<file path="config.mk">
export PLATFORM = sky130hd
export DESIGN_NAME = tl_ul_arb2_sequencer
export DESIGN_NICKNAME = d
export VERILOG_FILES = /design/src/rtl/tl_ul_arb2_sequencer.sv
export SDC_FILE = /design/constraint.sdc
export NUM_CORES = 1
export LEC_CHECK = 0
export BUFFER_PORTS_ARGS = -buffer_cell sky130_fd_sc_hd__clkbuf_2
export CAP_MARGIN = 15
export CELL_PAD_IN_SITES_DETAIL_PLACEMENT = 1
export CELL_PAD_IN_SITES_GLOBAL_PLACEMENT = 1
export CORE_AREA = 5 5 134 136
export CTS_CLUSTER_DIAMETER = 150
export DETAILED_ROUTE_END_ITERATION = 16
export DIE_AREA = 0 0 139 141
export HOLD_SLACK_MARGIN = 0.05
export PLACE_DENSITY = 0.74
export SYNTH_ARGS = -nofsm -noshare
export SYNTH_HDL_FRONTEND = slang
export SYNTH_SLANG_ARGS = --single-unit
</file>
<file path="constraint.sdc">
create_clock -name clock -period 4.8 [get_ports clock]
set_clock_uncertainty 0.15 [all_clocks]
set_input_delay 0.24 -clock clock [delete_from_list [all_inputs] [get_ports clock]]
set_output_delay 0.24 -clock clock [all_outputs]
set_load 0.02 [all_outputs]
</file>
<file path="src/rtl/tl_ul_arb2_sequencer.sv">
// Two-requester TileLink-UL A/D arbiter with burst lock, source tagging,
// D routing by source MSB and per-requester outstanding limits.
//
// Ports: clock/reset_n; in0_*/in1_* upstream A (in) and D (out) channels;
// out_* downstream A (out) and D (in) channels; busy = lock or any in-flight.
// A bits: {op,param,size,source,addr[14:0],mask[3:0],data[31:0]}.
// D bits: {op,size,source,error,data[31:0]}. Downstream source is 1 bit wider.
module tl_ul_arb2_sequencer #(
  parameter int MAX_OUTSTANDING = 4,
  parameter int UP_SRC_W        = 6
) (
  input  logic                  clock,
  input  logic                  reset_n,
  input  logic                  in0_a_valid,
  output logic                  in0_a_ready,
  input  logic [UP_SRC_W+59:0]  in0_a_bits,
  output logic                  in0_d_valid,
  input  logic                  in0_d_ready,
  output logic [UP_SRC_W+38:0]  in0_d_bits,
  input  logic                  in1_a_valid,
  output logic                  in1_a_ready,
  input  logic [UP_SRC_W+59:0]  in1_a_bits,
  output logic                  in1_d_valid,
  input  logic                  in1_d_ready,
  output logic [UP_SRC_W+38:0]  in1_d_bits,
  output logic                  out_a_valid,
  input  logic                  out_a_ready,
  output logic [UP_SRC_W+60:0]  out_a_bits,
  input  logic                  out_d_valid,
  output logic                  out_d_ready,
  input  logic [UP_SRC_W+39:0]  out_d_bits,
  output logic                  busy
);

  localparam int AW   = UP_SRC_W + 60;
  localparam int DW   = UP_SRC_W + 39;
  localparam int SA   = 51;
  localparam int SD   = 33;
  localparam logic [3:0] MAX_O = 4'(MAX_OUTSTANDING);

  typedef enum logic {
    IDLE,
    BURST
  } state_t;

  state_t      state_q, state_d;
  logic [2:0]  beats_left_q, beats_left_d;
  logic        lock_owner_q, lock_owner_d;
  logic        last_grant_q, last_grant_d;
  logic        hold_q, hold_d;
  logic        hold_id_q, hold_id_d;
  logic [3:0]  outst0_q, outst1_q;
  logic [2:0]  d_left_q, d_left_d;

  function automatic logic [3:0] a_beats(
    input logic [2:0] op,
    input logic [2:0] sz
  );
    if (op[2:1] == 2'b00 && sz > 3'd2) begin
      if (sz == 3'd3) return 4'd2;
      if (sz == 3'd4) return 4'd4;
      return 4'd8;
    end
    return 4'd1;
  endfunction

  function automatic logic [3:0] d_beats(
    input logic [2:0] op,
    input logic [2:0] sz
  );
    if (op == 3'd1 && sz > 3'd2) begin
      if (sz == 3'd3) return 4'd2;
      if (sz == 3'd4) return 4'd4;
      return 4'd8;
    end
    return 4'd1;
  endfunction

  // ---------------- A arbitration ----------------
  logic          elig0, elig1;
  logic          sel_hold, sel_both, sel_0, sel_1;
  logic          gnt, gnt_any;
  logic [AW-1:0] sel_bits;
  logic [2:0]    a_op, a_sz;
  logic [3:0]    a_n;
  logic          a_fire, a_first, a_last;

  assign elig0 = in0_a_valid & (outst0_q < MAX_O);
  assign elig1 = in1_a_valid & (outst1_q < MAX_O);

  // A stalled requester keeps its grant so the offered beat cannot be
  // replaced by a newly eligible competitor while out_a_ready is low.
  assign sel_hold = hold_q & (hold_id_q ? elig1 : elig0);
  assign sel_both = ~sel_hold & elig0 & elig1;
  assign sel_0    = ~sel_hold & elig0 & ~elig1;
  assign sel_1    = ~sel_hold & ~elig0 & elig1;

  always_comb begin
    gnt     = 1'b0;
    gnt_any = 1'b0;
    if (state_q == BURST) begin
      gnt     = lock_owner_q;
      gnt_any = 1'b1;
    end else begin
      unique case (1'b1)
        sel_hold: begin
          gnt     = hold_id_q;
          gnt_any = 1'b1;
        end
        sel_both: begin
          gnt     = ~last_grant_q;
          gnt_any = 1'b1;
        end
        sel_0: begin
          gnt     = 1'b0;
          gnt_any = 1'b1;
        end
        sel_1: begin
          gnt     = 1'b1;
          gnt_any = 1'b1;
        end
        default: begin
          gnt     = 1'b0;
          gnt_any = 1'b0;
        end
      endcase
    end
  end

  assign sel_bits    = gnt ? in1_a_bits : in0_a_bits;
  assign out_a_valid = gnt_any & (gnt ? in1_a_valid : in0_a_valid);
  assign in0_a_ready = out_a_ready & gnt_any & ~gnt;
  assign in1_a_ready = out_a_ready & gnt_any & gnt;
  assign out_a_bits  = {sel_bits[AW-1:SA+UP_SRC_W], gnt,
                        sel_bits[SA+UP_SRC_W-1:0]};

  assign a_op    = sel_bits[AW-1:AW-3];
  assign a_sz    = sel_bits[AW-7:AW-9];
  assign a_n     = a_beats(a_op, a_sz);
  assign a_fire  = out_a_valid & out_a_ready;
  assign a_first = (state_q == IDLE);
  assign a_last  = a_first ? (a_n == 4'd1) : (beats_left_q == 3'd1);

  always_comb begin
    state_d      = state_q;
    beats_left_d = beats_left_q;
    lock_owner_d = lock_owner_q;
    last_grant_d = last_grant_q;
    hold_d       = out_a_valid & ~out_a_ready;
    hold_id_d    = gnt;
    unique case (state_q)
      IDLE: begin
        if (a_fire && a_n != 4'd1) begin
          state_d      = BURST;
          lock_owner_d = gnt;
          beats_left_d = 3'(a_n - 4'd1);
        end
      end
      BURST: begin
        if (a_fire) begin
          beats_left_d = beats_left_q - 3'd1;
          if (beats_left_q == 3'd1) state_d = IDLE;
        end
      end
      default: state_d = IDLE;
    endcase
    if (a_fire && a_last) last_grant_d = gnt;
  end

  // ---------------- D routing ----------------
  logic       route;
  logic [2:0] d_op, d_sz;
  logic [3:0] d_n;
  logic       d_fire, d_last;
  logic [DW-1:0] d_strip;

  assign route       = out_d_bits[SD+UP_SRC_W];
  assign in0_d_valid = out_d_valid & ~route;
  assign in1_d_valid = out_d_valid & route;
  assign out_d_ready = route ? in1_d_ready : in0_d_ready;
  assign d_strip     = {out_d_bits[DW:SD+UP_SRC_W+1],
                        out_d_bits[SD+UP_SRC_W-1:0]};
  assign in0_d_bits  = d_strip;
  assign in1_d_bits  = d_strip;

  assign d_op   = out_d_bits[DW:DW-2];
  assign d_sz   = out_d_bits[DW-3:DW-5];
  assign d_n    = d_beats(d_op, d_sz);
  assign d_fire = out_d_valid & out_d_ready;
  // d_left_q == 0 marks the first beat of a response.
  assign d_last = (d_left_q == 3'd0) ? (d_n == 4'd1)
                                     : (d_left_q == 3'd1);

  always_comb begin
    d_left_d = d_left_q;
    if (d_fire) begin
      if (d_left_q == 3'd0) d_left_d = 3'(d_n - 4'd1);
      else                  d_left_d = d_left_q - 3'd1;
    end
  end

  // ---------------- outstanding counters ----------------
  logic inc0, inc1, dec0, dec1;

  assign inc0 = a_fire & a_first & ~gnt;
  assign inc1 = a_fire & a_first & gnt;
  assign dec0 = d_fire & d_last & ~route;
  assign dec1 = d_fire & d_last & route;

  always_ff @(posedge clock or negedge reset_n) begin
    if (!reset_n) begin
      state_q      <= IDLE;
      beats_left_q <= 3'd0;
      lock_owner_q <= 1'b0;
      last_grant_q <= 1'b1;
      hold_q       <= 1'b0;
      hold_id_q    <= 1'b0;
      d_left_q     <= 3'd0;
      outst0_q     <= 4'd0;
      outst1_q     <= 4'd0;
    end else begin
      state_q      <= state_d;
      beats_left_q <= beats_left_d;
      lock_owner_q <= lock_owner_d;
      last_grant_q <= last_grant_d;
      hold_q       <= hold_d;
      hold_id_q    <= hold_id_d;
      d_left_q     <= d_left_d;
      unique case ({inc0, dec0})
        2'b10: if (outst0_q != 4'hf) outst0_q <= outst0_q + 4'd1;
        2'b01: if (outst0_q != 4'h0) outst0_q <= outst0_q - 4'd1;
        default: outst0_q <= outst0_q;
      endcase
      unique case ({inc1, dec1})
        2'b10: if (outst1_q != 4'hf) outst1_q <= outst1_q + 4'd1;
        2'b01: if (outst1_q != 4'h0) outst1_q <= outst1_q - 4'd1;
        default: outst1_q <= outst1_q;
      endcase
    end
  end

  assign busy = (state_q == BURST) | (|outst0_q) | (|outst1_q);

endmodule
</file>
# Word-level counts from Yosys, hierarchy flattened
# Cells that the tools add are included.
# Widths: inputs -> output; s select.
dict set report word_totals {
  reg_bits 19
  latch_bits 0
  mem_bits_rw 0
  mem_bits_ro 0
  inputBits 186
  output_inout_bits 164
  memories 0
}
dict set report op_classes {
  add_sub_neg 8
  multipliers 0
  div 0
  n_lt_le_gt_ge 4
  n_eq_ne 22
  shifts 0
  muxes 48
  bitwise 33
  reduce_logical 17
}
# op n
set op_table {}
lappend op_table {{$mux 66} 1}
lappend op_table {{$mux 4} 16}
lappend op_table {{$and 1x1->1} 23}
lappend op_table {{$mux 1} 23}
lappend op_table {{$pmux 4 s2} 2}
lappend op_table {{$reduce_or 4->1} 3}
lappend op_table {{$sub 3x1->3 const B} 4}
lappend op_table {{$eq 3x1->1 const B} 3}
lappend op_table {{$mux 3} 3}
lappend op_table {{$add 4x1->4 const B} 2}
lappend op_table {{$eq 4x1->1 const B} 2}
lappend op_table {{$lt 4x3->1 const B} 2}
lappend op_table {{$ne 2x2->1 const B} 4}
lappend op_table {{$ne 4x4->1 const B} 2}
lappend op_table {{$not 1->1} 8}
lappend op_table {{$reduce_bool 4->1} 2}
lappend op_table {{$sub 4x1->4 const B} 2}
lappend op_table {{$eq 3x2->1 const B} 2}
lappend op_table {{$eq 3x3->1 const B} 2}
lappend op_table {{$gt 3x2->1 const B} 2}
lappend op_table {{$pmux 3 s2} 1}
lappend op_table {{$reduce_and 3->1} 2}
lappend op_table {{$eq 2x1->1 const B} 2}
lappend op_table {{$eq 2x2->1 const B} 2}
lappend op_table {{10 further kinds} 17}

# Depth between registers and ports, before layout
# Gate-level depths: netlist (run 1).
dict set report logic_depth {
  depth_word 23
  ltp_mapped 15
}

# Worst setup path before layout (run 1)
# No wires, ideal clock.
dict set report synth_path {
  path_kind {reg2reg}
  from {reg outst1_q[3]}
  to {reg outst0_q[3]}
  setup_ps 125
  arrival_ps 2805
  path_slack_ps 1720
  path_stages_with_launch 13
  n_path_buf 0
  period_less_slack_ps 3080
  path_cell_list {dfrtp_1 nor3b_1 a211o_1 and2_1 nand2_1 or3_1 ha_1 ha_1 a21o_1 a21oi_1 xnor2_1 nor2_1 xor2_1}
}
dict set report synth_between {
  elab_chain_cells 17
  elab_cells_between_ends 29
}
# item line_no
set synth_rtl {}
lappend synth_rtl {{from (decl)} 52} ;# logic [3:0] outst0_q, outst1_q;
lappend synth_rtl {{from (signal assigned)} 235} ;# 2'b10: if (outst1_q != 4'hf) outst1_q <= outst1_q + 4'd1;
lappend synth_rtl {{from (signal assigned)} 236} ;# 2'b01: if (outst1_q != 4'h0) outst1_q <= outst1_q - 4'd1;
lappend synth_rtl {{from (signal assigned)} 237} ;# default: outst1_q <= outst1_q;
lappend synth_rtl {{$lt 4x3->1 *} 89} ;# assign elig1 = in1_a_valid & (outst1_q < MAX_O);
lappend synth_rtl {{$and 1x1->1 *} 89}
lappend synth_rtl {{$mux 1} 93} ;# assign sel_hold = hold_q & (hold_id_q ? elig1 : elig0);
lappend synth_rtl {{$and 1x1->1} 93}
lappend synth_rtl {{$not 1->1} {94, 95, 96}}
lappend synth_rtl {{$and 1x1->1, on equally long branches (2 in a row)} {96, 94, 95}}
lappend synth_rtl {{$pmux 1 s3 / $reduce_or 4->1 (equally long branches)} n/a}
lappend synth_rtl {{$mux 1, on equally long branches} {101, 105}}
lappend synth_rtl {{$mux 1, on equally long branches} {131, 101}}
lappend synth_rtl {{$and 1x1->1 *} 131} ;# assign out_a_valid = gnt_any & (gnt ? in1_a_valid : in0_a_valid);
lappend synth_rtl {{named net out_a_valid} 26} ;# output logic out_a_valid,
lappend synth_rtl {{$and 1x1->1 *} 140} ;# assign a_fire = out_a_valid & out_a_ready;
lappend synth_rtl {{$and 1x1->1 * (2 in a row)} 205} ;# assign inc0 = a_fire & a_first & ~gnt;
lappend synth_rtl {{$eq 2x1->1 / $eq 2x2->1 (equally long branches)} 229} ;# unique case ({inc0, dec0})
lappend synth_rtl {{$ne 2x2->1 (no source line) / $reduce_bool 2->1 (equally long branches)} n/a}
lappend synth_rtl {{$reduce_and 3->1 (no source line)} n/a}
lappend synth_rtl {{to (signal assigned)} 230} ;# 2'b10: if (outst0_q != 4'hf) outst0_q <= outst0_q + 4'd1;
lappend synth_rtl {{to (signal assigned)} 231} ;# 2'b01: if (outst0_q != 4'h0) outst0_q <= outst0_q - 4'd1;
lappend synth_rtl {{to (signal assigned)} 232} ;# default: outst0_q <= outst0_q;
lappend synth_rtl {{to (decl)} 52}
# The timed path passes the listed nets; every way through them passes the cells marked *.
# A chain may end at the register's enable or synchronous reset.

# Worst setup path in the final report (run 1)
dict set report layout_path {
  from {reg outst1_q[2]}
  to {out out_a_bits[5]}
}
dict set report layout_between {
  elab_chain_cells 10
  elab_cells_between_ends 12
}
# item line_no
set layout_rtl {}
lappend layout_rtl {{$lt 4x3->1 *} 89}
lappend layout_rtl {{$and 1x1->1 *} 89}
lappend layout_rtl {{$mux 1} 93}
lappend layout_rtl {{$and 1x1->1} 93}
lappend layout_rtl {{$not 1->1} {94, 96}}
lappend layout_rtl {{$and 1x1->1, on equally long branches (2 in a row)} {96, 94}}
lappend layout_rtl {{$pmux 1 s3 *} 105} ;# unique case (1'b1)
lappend layout_rtl {{$mux 1 *} 101} ;# if (state_q == BURST) begin
lappend layout_rtl {{$mux 66 *} 130} ;# assign sel_bits = gnt ? in1_a_bits : in0_a_bits;
lappend layout_rtl {{to (decl)} 28} ;# output logic [UP_SRC_W+60:0] out_a_bits,
# Mark *: on every way between the ends. The rest lies on a longest branch, timed or not.

==> out/results.env, run 1 <==
ROUTE.DETAILED.DRC=0
OUTCOME='finished, final reports clean'
SYNTH_MOST_COMMON_CELL='buf_4'
PLACEMENT_ROWS=48
GRT_MAX_DEGREE=75
SYNTH_EDF_COUNT=0
ROUTED_WL_UM=12800
POSTROUTEANTENNANETS=0
YOSYS-TOP-CELLS-AREA='mux2_2 (26%), buf_4 (23%), dfrtp_1 (15%)'
SETUP.WORST_PATH.END_CLASS='primary output'
FINAL_MAX_SLEW_VIOL_COUNT=0
PORT_BUFFERS=232
TIMING.MAX_SLEW.REL_SLACK=0.357
POWER.CLOCK.FRACTION=0.091
NET_SW_FRAC=0.508
MAX_SLEW.WORST_PIN.SLEW_PS=965
CTS_POST_SETUP_BUFFERS_INSERTED=0
REQUIRED_PS=4410
TIMING.SETUP.TNS_PS=0
FINALSETUPVIOLATIONS=0
TIMING_HOLD_VIOLATIONS_FINAL=0
CRITPATHKIND='reg -> out'
SEQUENTIALPOWERSHARE=0.169
POSTSYNTH.ASYNCRESETSHARE=1.00
GRT_PASS1_WL_UM=18900
MAXCLOCKFREQUENCY_MHz=293
COMB_POWER_SHARE=0.740
DP_SLACK_PS=1560
FLOORPLAN.DIE.HEIGHT_UM=141
DETAIL_ROUTE.WL_PER_CELL_UM=18.3
POST_SYNTH.CELL_AREA_AVG_UM2=8.78
PLACEABLE_CORE_REGION_MM2=0.0168
CTS_TREE='yes'
GRT.OVERFLOW.TOTAL=0
CLKSLEWWORSTSETUPHOLDPATHS_PS=60
TIMING.MAX_CAP.VIOLATIONS=0
PATH_MAX_FANOUT=74
CLOCK_TREE.BUFFER_DEPTH=2
POWER.IR.VDD_WORST_mV=0.188
POWER_DENSITY_mW_PER_MM2=512
DP_HPWL_UM=11600
SYNTH_TOP_AREA_FRAC=0.263
NET-SWITCHING-POWER_mW=0.979
YOSYS.AREA.TOP_TYPE='mux2_2'
CTS_RESIZED=0
GP_CONGESTION=0.819
DR_TOTAL_VIAS=2860
RSZ0062_AT_GRT='no'
SETUP_SLACK_PS=1390
DRT_ITER0_DRC=49
WORST-ENDPOINT-ARRIVAL_PS=3020
INITIAL_ANTENNA_VIOLATION_COUNT=6
TOTAL_NUMBER_OF_H_TREE_LEVELS=1
SYNTH.NET_COUNT=537
PATH_CATEGORY_OF_THE_WORST_MIN_DELAY_CHECK='in -> reg'
DRTPASS1ITERATIONS=4
DIE_WIDTH_UM=139
SYNTH_SEQ_CELLS=19
MAPPEDNETLISTAREA_MM2=0.00295
ROUTE.DETAILED.VIAS_PER_INST=4.10
FP.DIEAREA_MM2=0.0196
FINAL_LAYOUT_SIZE_SUFFIX_GT1_FRAC=0.662
FIN_HOLD_WS_PS=126
SYNTH_TOP_FLOP_CELL='dfrtp_1'
LEAKAGE_nW=1.96
LEADING_POST_SYNTHESIS_CELLS_BY_INSTANCE_COUNT='buf_4 (91), mux2_2 (69), dfrtp_1 (18), inv_1 (17), o21ai_0 (14)'
CLKLATENCYLATEPIN_PS=250
FINALNETCOUNT=673
POWER.TOTAL_mW=1.93
SYNTHESIS.INSTANCES=336
TRACK_USAGE=0.123
FLOORPLAN.INITIALDENSITY=0.175
REG2REG_DEPTH=12
CTS-ROOT-BUF='clkbuf_16'
FIRST_GLOBAL_VIAS=3103
CTS_INSERTED_BUFFERS=3
FINAL_PERIOD_MINUS_WORST_SETUP_SLACK_PS=3410
MIN_PERIOD_OVER_PERIOD=0.711
FINAL_DESIGN_AREA_NO_FILL_MM2=0.00376
TOP_LEVEL_PORTS=350
FILLERS=2089
SYNTH_CELL_TYPE_COUNT=47
AREA.GROWTH.SYNTH_TO_FINAL_PCT=27.6
PLACED_STANDARD_CELL_AREA_MM2=0.00367
CTS.SINKS=19
SYNTH.YOSYS.SEQ_AREA_SHARE=0.162
POWER_REPORT.INTERNAL_TOTAL_mW=0.948
HOLDPATHSTAGES=2
WORSTSETUPSTARTPOINTTYPE='register'
YOSYS_WARNINGS=0
## kinds of logic (layout without fill, tap and decap cells)
family                     after synthesis  after routing  synth area share
AOI/OAI and AO/OA                       41             41            0.0852
xor gates and xnor gates                 8              8            0.0237
adders and majority gates               15             15            0.0687
buffers and inverters                  119            254             0.268
DFF                                     19             19             0.162
muxes                                   72             72             0.275
other                                    0              1                 0
and+or+nand+nor                         62             62             0.117
## sequential cells by signal (all words and copies together) (netlist names)
name	flops
state_q	1
d_left_q	3
outst0_q	4
hold_q	1
last_grant_q	1
hold_id_q	1
beats_left_q	3
outst1_q	4
lock_owner_q	1
## cells in the final DEF (no fill, tap or decap), drive strengths merged, types with 3 or more instances in the layout
cell	instances
clkbuf	235
mux2	70
dfrtp	18
inv	17
o21ai	16
nor2	13
nand2	13
ha	13
a21oi	10
and2	5
nand4	5
nand3	4
xnor2	4
xor2	4
nor2b	3
nor4	3
a21o	3
or3	3
## power groups by stage
stage	Sequential, mW	Clock, mW	Combinational (mW)
floorplan	0.295	0	1.12
global placement	0.324	0	1.44
detailed placement	0.328	0	1.45
CTS	0.325	0.182	1.46
global route	0.341	0.190	1.56
finish	0.326	0.175	1.43
## final cells by class
cell class	count	area, um^2	area share
antenna	1	2.50	0.000665
clock buffer	3	75.1	0.0199
clock inverter	1	7.51	0.00199
inverter	17	63.8	0.0169
multi-input combinational	198	1690	0.448
sequential	19	477	0.127
tap	225	282	0.0748
timing repair buffer	233	1170	0.311
## per-layer routing
layer / up-vias / wire [um] / global-route usage
met3: 15 / 1650 / 0.0726
met2: 182 / 6600 / 0.221
met1: 1311 / 4390 / 0.128
li1: 1342 / - / -
met4: 10 / 63 / 0.0139
met5: - / 63 / 0
## critical path, cell delays in order, from the launching register on
cell and delay, ps:
dfrtp_1 430, nor3b_1 450, o31a_1 360, mux2_4 800, mux2_2 420, clkbuf_2 200
## path summary, 6_finish.rpt
kind	startpoint	end	slack (ps)
max in group asynchronous	reset_n	last_grant_q	3810
setup / recovery	outst1_q[2]	out_a_bits[5]	1390
min in group asynchronous	reset_n	outst1_q[0]	340
hold / removal	out_a_ready	hold_q	130
hold reg to reg	outst1_q[3]	outst1_q[3]	370
setup reg to reg	outst1_q[2]	outst0_q[3]	1550
## metrics by stage
stage                     cells   util
after floorplan             336      -
after global placement      691  0.218
after detailed placement    691  0.218
after CTS                   696  0.224
after global routing        696  0.224
final                       697  0.224
## repair_timing
item,CTS,global route
hold buffers,1,0
endpoints found under the setup margin,0,0
hold endpoints to repair,18,0
No activity file was read; power rests on OpenSTA's default activity.
==> inputs of run 2 (changes only) <==
--- a/config.mk
+++ b/config.mk
@@ -9,12 +9,12 @@
 export CAP_MARGIN = 15
 export CELL_PAD_IN_SITES_DETAIL_PLACEMENT = 1
 export CELL_PAD_IN_SITES_GLOBAL_PLACEMENT = 1
-export CORE_AREA = 5 5 134 136
+export CORE_AREA = 5 5 132 134
 export CTS_CLUSTER_DIAMETER = 150
 export DETAILED_ROUTE_END_ITERATION = 16
-export DIE_AREA = 0 0 139 141
+export DIE_AREA = 0 0 137 139
 export HOLD_SLACK_MARGIN = 0.05
-export PLACE_DENSITY = 0.74
+export PLACE_DENSITY = 0.76
 export SYNTH_ARGS = -nofsm -noshare
 export SYNTH_HDL_FRONTEND = slang
 export SYNTH_SLANG_ARGS = --single-unit
==> constraint.sdc (replaced) <==
create_clock -name clock -period 3.4 [get_ports clock]
set_clock_uncertainty 0.15 [all_clocks]
set_input_delay 0.17 -clock clock [delete_from_list [all_inputs] [get_ports clock]]
set_output_delay 0.17 -clock clock [all_outputs]
set_load 0.02 [all_outputs]
==> out/results.env, run 2 (same netlist as run 1, synthesis figures left out) <==
DP_HPWL_UM=12800
ROUTE.DETAILED.VIAS_PER_INST=4.22
PLACEABLE_CORE_REGION_MM2=0.0162
CRITPATHKIND='reg -> reg'
REQUIRED_PS=3380
ROUTED_WL_UM=14000
POSTROUTEANTENNANETS=0
FIRST_GLOBAL_VIAS=3109
TIMING.CRITICAL_PATH.MODE_CELL='ha_1'
CLKSLEWWORSTSETUPHOLDPATHS_PS=60
TIMING.SETUP.TNS_PS=0
LAYOUT_COMMON_CELLS='clkbuf_2 (232), mux2_2 (68), dfrtp_1 (18)'
WORST-ENDPOINT-ARRIVAL_PS=3180
FLOORPLAN.INITIALDENSITY=0.182
TIMING.MAX_SLEW.REL_SLACK=0.670
CTS-ROOT-BUF='clkbuf_16'
FLOORPLAN.DIE.HEIGHT_UM=139
SEQUENTIALPOWERSHARE=0.158
DR_TOTAL_VIAS=2936
HOLDPATHSTAGES=2
PLACEMENT_ROWS=47
MAX_SLEW.WORST_PIN.SLEW_PS=495
COMB_POWER_SHARE=0.754
WORSTSETUPSTARTPOINTTYPE='register'
POWER.CLOCK.FRACTION=0.088
INITIAL_ANTENNA_VIOLATION_COUNT=4
GRT_PASS1_WL_UM=19800
MAXCLOCKFREQUENCY_MHz=313
PORT_BUFFERS=232
CTS_TREE='yes'
FP.DIEAREA_MM2=0.0190
DRTPASS1ITERATIONS=4
TIMING.CRITICAL_PATH.SLOWEST_CELL_DELAY_PS=440
R2R-END='outst0_q[3]'
FINAL_MAX_SLEW_VIOL_COUNT=0
TIMING_HOLD_VIOLATIONS_FINAL=0
POWER_REPORT.INTERNAL_TOTAL_mW=1.39
LEAKAGE_nW=1.99
FF2FF_SETUP_SLACK_PS=200
POWER.IR.VDD_WORST_mV=0.276
DRT_ITER0_DRC=78
CLOCK_TREE.BUFFER_DEPTH=2
ROUTE.DETAILED.DRC=0
DETAIL_ROUTE.WL_PER_CELL_UM=20.1
SETUP.WORST_PATH.END_CLASS='register'
PLACED_STANDARD_CELL_AREA_MM2=0.00371
NET-SWITCHING-POWER_mW=1.42
TOTAL_NUMBER_OF_H_TREE_LEVELS=1
TOP_LEVEL_PORTS=350
CTS.SINKS=19
REGTOREGSTARTPOINT='outst0_q[2]'
GP_CONGESTION=0.851
FINAL_PERIOD_MINUS_WORST_SETUP_SLACK_PS=3200
CTS_INSERTED_BUFFERS=3
PATH_CATEGORY_OF_THE_WORST_MIN_DELAY_CHECK='in -> reg'
GRT_MAX_DEGREE=39
TIMING.MAX_CAP.VIOLATIONS=0
HP-START='out_a_ready'
AREA.GROWTH.SYNTH_TO_FINAL_PCT=29.0
OUTCOME='finished, final reports clean'
FINALNETCOUNT=678
CRIT_SLOWEST_CELL='dfrtp_1'
POWER_DENSITY_mW_PER_MM2=739
LEADING_CELL_TYPE_IN_THE_LAYOUT_FILL_AND_TAPS_EXCLUDED='clkbuf_2'
GRT.OVERFLOW.TOTAL=0
FINALSETUPVIOLATIONS=0
FINAL_LAYOUT_SIZE_SUFFIX_GT1_FRAC=0.666
DIE_WIDTH_UM=137
CLKLATENCYLATEPIN_PS=250
RSZ0062_AT_GRT='no'
PATH_MAX_FANOUT=6
CRIT_CHAIN='or3b_4 -> o31a_1 -> or3_1 -> ha_1 -> ha_1 -> a21o_1 -> a21oi_1 -> xnor2_1 -> nor2_1 -> xor2_1'
TRACK_USAGE=0.138
FINAL_DESIGN_AREA_NO_FILL_MM2=0.00381
MIN_PERIOD_OVER_PERIOD=0.941
HOLD-PATH-ENDPOINT='hold_q'
LAYOUT_TOP_REGISTERS='outst0_q x4, outst1_q x4'
FINAL_ANTENNA_DIODE_COUNT=0
NET_SW_FRAC=0.506
REG2REG_DEPTH=10
-- run 2: cell types whose count changed in the layout (fill, tap and decap cells not counted) --
cell | previous run | this run
buf_4 | 0 | 4
buf_12 | 0 | 1
clkbuf_1 | 0 | 1
clkinvlp_4 | 1 | 0
diode_2 | 1 | 0
nor3b_1 | 2 | 1
nor3b_2 | 0 | 1
-- run 2: metrics by stage --
stage / worst slack, ps / std cells / util / hold WS, ps / power (mW)
global placement: 220 / 691 / 0.230 / 13.6 / 2.54
finish: 202 / 696 / 0.235 / 76.4 / 2.82
global route: 50.2 / 696 / 0.235 / 112 / 3.01
detailed placement: 115 / 691 / 0.230 / 17.4 / 2.58
CTS: 98.3 / 696 / 0.235 / 72.1 / 2.84
floorplan: 320 / 336 / - / -276 / 2.00
-- run 2: area by class of cell --
type / count / area, um^2
multi-input cells: 198 / 1690
well taps: 220 / 275
flip-flops and latches: 19 / 477
fillers: 1989 / 12400
repair buffers: 238 / 1220
inverters: 17 / 63.8
clock buffers: 4 / 78.8
-- run 2: power by group through the flow --
stage | logic, mW | registers [mW] | clock network (mW)
after floorplan | 1.58 | 0.417 | 0
after CTS | 2.15 | 0.443 | 0.254
after detailed placement | 2.14 | 0.445 | 0
after global routing | 2.29 | 0.462 | 0.261
after global placement | 2.10 | 0.439 | 0
final | 2.12 | 0.446 | 0.248
-- run 2: worst max-delay path by stage --
| stage | start | to | slack (ps) | depth (start not counted) |
|---|---|---|---|---|
| after floorplan | outst1_q[3] | outst0_q[3] | 320 | 12 |
| after global placement | outst1_q[3] | outst0_q[3] | 220 | 12 |
| after detailed placement | outst1_q[3] | outst0_q[3] | 110 | 12 |
| after CTS | outst1_q[3] | outst0_q[3] | 100 | 12 |
| after global routing | outst1_q[3] | outst0_q[3] | 50 | 12 |
| final | outst0_q[2] | outst0_q[3] | 200 | 10 |
-- run 2: timing repair --
action | in CTS | in global routing
gates resized for setup | 0 | 1
setup endpoints to repair | 0 | 1
setup buffers | 0 | 0
hold buffers | 1 | 0
endpoints found under the hold margin | 18 | 0
-- run 2: worst max-delay path, delay by kind of cell (launching register included) --
kind / cells / cell delay [ps]
AO/OA/AOI/OAI: 3 / 740
XOR/XNOR: 2 / 310
adder cells (fa/ha/maj): 2 / 550
flip-flops: 1 / 440
AND/OR/NAND/NOR: 3 / 890
-- run 2: routing by layer --
metal / GRT usage / wire length [um]
met3: 0.0856 / 1900
met5: 0 / 48
met1: 0.169 / 5670
met4: 0.00945 / 72
met2: 0.215 / 6330
==> inputs of run 3 (changes only) <==
==> config.mk (replaced) <==
export PLATFORM = sky130hd
export DESIGN_NAME = tl_ul_arb2_sequencer
export DESIGN_NICKNAME = d
export VERILOG_FILES = /design/src/rtl/tl_ul_arb2_sequencer.sv
export SDC_FILE = /design/constraint.sdc
export NUM_CORES = 1
export LEC_CHECK = 0
export ABC_AREA = 1
export BUFFER_PORTS_ARGS = -buffer_cell sky130_fd_sc_hd__clkbuf_2
export CAP_MARGIN = 15
export CELL_PAD_IN_SITES_DETAIL_PLACEMENT = 1
export CELL_PAD_IN_SITES_GLOBAL_PLACEMENT = 1
export CORE_AREA = 5 5 133 135
export CTS_CLUSTER_DIAMETER = 150
export DETAILED_ROUTE_END_ITERATION = 16
export DIE_AREA = 0 0 138 140
export HOLD_SLACK_MARGIN = 0.05
export PLACE_DENSITY = 0.81
export SYNTH_ARGS = -nofsm -noshare
export SYNTH_HDL_FRONTEND = slang
export SYNTH_SLANG_ARGS = --single-unit
==> constraint.sdc (replaced) <==
create_clock -name clock -period 3.4 [get_ports clock]
set_clock_uncertainty 0.15 [all_clocks]
set_input_delay 0.17 -clock clock [delete_from_list [all_inputs] [get_ports clock]]
set_output_delay 0.17 -clock clock [all_outputs]
set_load 0.01 [all_outputs]
==> out/results.env, run 3 <==
OUTCOME='finished, final reports clean'
CRIT_CHAIN='nor2_1 -> nand2_1 -> nand2_1 -> nand3_2 -> nand2_4 -> nand2_8 -> nand2_8 -> o21ai_2 -> nor2_8 -> nand3_1 -> ha_2 -> ha_1 -> nand2_1 -> nor2_1 -> a211oi_1 -> xor2_1 -> nor2_1 -> xor2_1'
GRT.OVERFLOW.TOTAL=0
DP_HPWL_UM=11300
HP-START='out_d_bits[5]'
SYNTH_EDF_COUNT=0
WORSTSETUPSTARTPOINTTYPE='register'
CLKLATENCYLATEPIN_PS=260
LAYOUT_COMMON_CELLS='clkbuf_2 (232), nand2_1 (228), inv_1 (33)'
WORST-ENDPOINT-ARRIVAL_PS=3140
CRITICAL-PATH-TOP-DELAY-FAMILY='simple AND/OR/NAND/NOR gates'
TIMING.SETUP.TNS_PS=0
CRITPATHKIND='reg -> reg'
LEADING_CELL_TYPE_IN_THE_LAYOUT_FILL_AND_TAPS_EXCLUDED='clkbuf_2'
SYNTH.YOSYS.SEQ_AREA_SHARE=0.158
LAYOUT_TOP_REGISTERS='outst0_q x4, outst1_q x4'
ROUTED_WL_UM=12800
PORT_BUFFERS=232
AREA.GROWTH.SYNTH_TO_FINAL_PCT=26.9
YOSYS.AREA.TOP_TYPE='nand2_1'
SYNTH_SEQ_CELLS=19
CTS-ROOT-BUF='clkbuf_16'
PLACEABLE_CORE_REGION_MM2=0.0163
YOSYS-TOP-CELLS-AREA='nand2_1 (28%), buf_4 (23%), dfrtp_1 (15%)'
POWER.TOTAL_mW=3.19
FP.DIEAREA_MM2=0.0193
TRACK_USAGE=0.124
SYNTH_TOP_AREA_FRAC=0.284
DR_TOTAL_VIAS=3398
DRTPASS1ITERATIONS=4
LEADING_POST_SYNTHESIS_CELLS_BY_INSTANCE_COUNT='nand2_1 (228), buf_4 (92), inv_1 (33), dfrtp_1 (18)'
FLOORPLAN.DIE.HEIGHT_UM=140
TIMING.MAX_CAP.VIOLATIONS=0
FINALNETCOUNT=831
TIMING.MAX_SLEW.REL_SLACK=0.558
PLACEMENT_ROWS=47
SYNTH.NET_COUNT=696
GRT_MAX_DEGREE=70
TOP_LEVEL_PORTS=350
GRT_PASS1_WL_UM=19600
CRIT_SLOWEST_CELL='dfrtp_1'
SYNTH_CELL_TYPE_COUNT=35
TIMING_HOLD_VIOLATIONS_FINAL=0
FINAL_LAYOUT_SIZE_SUFFIX_GT1_FRAC=0.423
SYNTH-COMPOUND-AREA-SHARE=0.0407
SYNTH_MOST_COMMON_CELL='nand2_1'
SYNTHESIS.INSTANCES=495
CTS_POST_SETUP_BUFFERS_INSERTED=0
ROUTE.DETAILED.VIAS_PER_INST=4.00
CP_NUM_BUF_INV=0
DETAIL_ROUTE.WL_PER_CELL_UM=15.1
FIRST_GLOBAL_VIAS=3610
TIMING.CRITICAL_PATH.SLOWEST_CELL_DELAY_PS=450
ROUTE.DETAILED.DRC=0
YOSYS_WARNINGS=0
REGTOREGSTARTPOINT='outst0_q[2]'
LEAKAGE_nW=2.38
DRT_ITER0_DRC=80
YOSYS-MUX-AREA-FRACTION=0
POWER_DENSITY_mW_PER_MM2=835
MAPPEDNETLISTAREA_MM2=0.00301
YOSYS.AREA_SHARE.ADDER=0.0673
POSTSYNTH.ASYNCRESETSHARE=1.00
REQUIRED_PS=3390
GP_CONGESTION=0.826
MAXCLOCKFREQUENCY_MHz=317
SETUP.WORST_PATH.END_CLASS='register'
CTS.SINKS=19
CTS_TREE='yes'
MIN_PERIOD_OVER_PERIOD=0.928
SYNTH_TOP_FLOP_CELL='dfrtp_1'
INITIAL_ANTENNA_VIOLATION_COUNT=1
MAX_SLEW.WORST_PIN.SLEW_PS=662
COMBINATIONAL_FAMILY_WITH_THE_MOST_AREA_AFTER_SYNTHESIS='simple AND/OR/NAND/NOR gates'
PATH_CATEGORY_OF_THE_WORST_MIN_DELAY_CHECK='in -> out'
FINAL_PERIOD_MINUS_WORST_SETUP_SLACK_PS=3150
CTS_INSERTED_BUFFERS=3
FINAL_MAX_SLEW_VIOL_COUNT=0
FINALSETUPVIOLATIONS=0
POST_SYNTH.CELL_AREA_AVG_UM2=6.08
SYNTH_SIMPLE_GATE_AREA_SHARE=0.409
TOTAL_NUMBER_OF_H_TREE_LEVELS=1
CLOCK_TREE.BUFFER_DEPTH=2
DIE_WIDTH_UM=138
FLOORPLAN.INITIALDENSITY=0.184
CRITICAL_PATH.STARTPOINT='outst0_q[2]'
SYNTH_AREA_IN_XOR_XNOR=0.0233
PATH_MAX_FANOUT=7
CLKSLEWWORSTSETUPHOLDPATHS_PS=60
POSTROUTEANTENNANETS=0
POWER.IR.VDD_WORST_mV=0.314
==> run 3: cell types whose count changed after synthesis, sizes merged, moves of 5 or more <==
cell,before,now
a21oi,10,4
and2,5,0
buf,93,105
clkbuf,9,0
inv,17,37
mux2,70,0
nand2,13,240
nand3,4,19
nor2,13,20
==> run 3: cell type report <==
type,count,area (um^2)
Inverter,38,146
Clock inverter,1,5.00
Antenna cell,1,2.50
Fill cell,2199,12500
Sequential cell,19,477
Multi-Input combinational cell,333,1650
Clock buffer,3,75.1
Tap cell,220,275
Timing Repair Buffer,235,1190
==> run 3: final timing paths <==
path	slack [ps]	end	cells after the start
worst max-delay path	250	outst1_q[3]	18
worst min-delay path	190	in1_d_bits[5]	0
worst max register to register	250	outst1_q[3]	18
worst min register to register	310	last_grant_q	2
max in group asynchronous	2480	last_grant_q	2
min in group asynchronous	260	d_left_q[2]	2
==> run 3: kinds of logic after synthesis <==
| kind of cell | after synthesis |
|---|---|
| AOI/OAI and AO/OA | 22 |
| and+or+nand+nor | 288 |
| buffers and inverters | 143 |
| xor gates and xnor gates | 8 |
| DFF | 19 |
| adders and majority gates | 15 |
==> run 3: routing by layer <==
layer / global-route usage / vias to the layer above / wire length (um)
met3: 0.0675 / 12 / 1500
met5: 0 / - / 20
li1: - / 1681 / -
met2: 0.212 / 200 / 6180
met1: 0.143 / 1503 / 5050
met4: 0.0114 / 2 / 73
==> run 3: power breakdown <==
part / internal [mW] / switching, mW
sequential: 0.331 / 0.0889
combinational: 0.854 / 1.67
clock: 0.158 / 0.0921
==> run 3: repair_timing <==
item / CTS / global route
gates resized for setup: 0 / 5
endpoints found under the hold margin: 19 / 0
hold buffers: 2 / 0
endpoints found under the setup margin: 0 / 27
==> run 3: stage by stage <==
stage           util  hold WS, ps  worst slack (ps)  instance area [um^2]  cells
2_1_floorplan      -         -276               469                  3010    495
3_3_place_gp   0.226         13.5               289                  3690    843
3_5_place_dp   0.226         22.6               160                  3690    843
4_1_cts        0.232          190               109                  3790    849
5_1_grt        0.234          190             -8.57                  3820    849
6_report       0.234          190               245                  3820    850
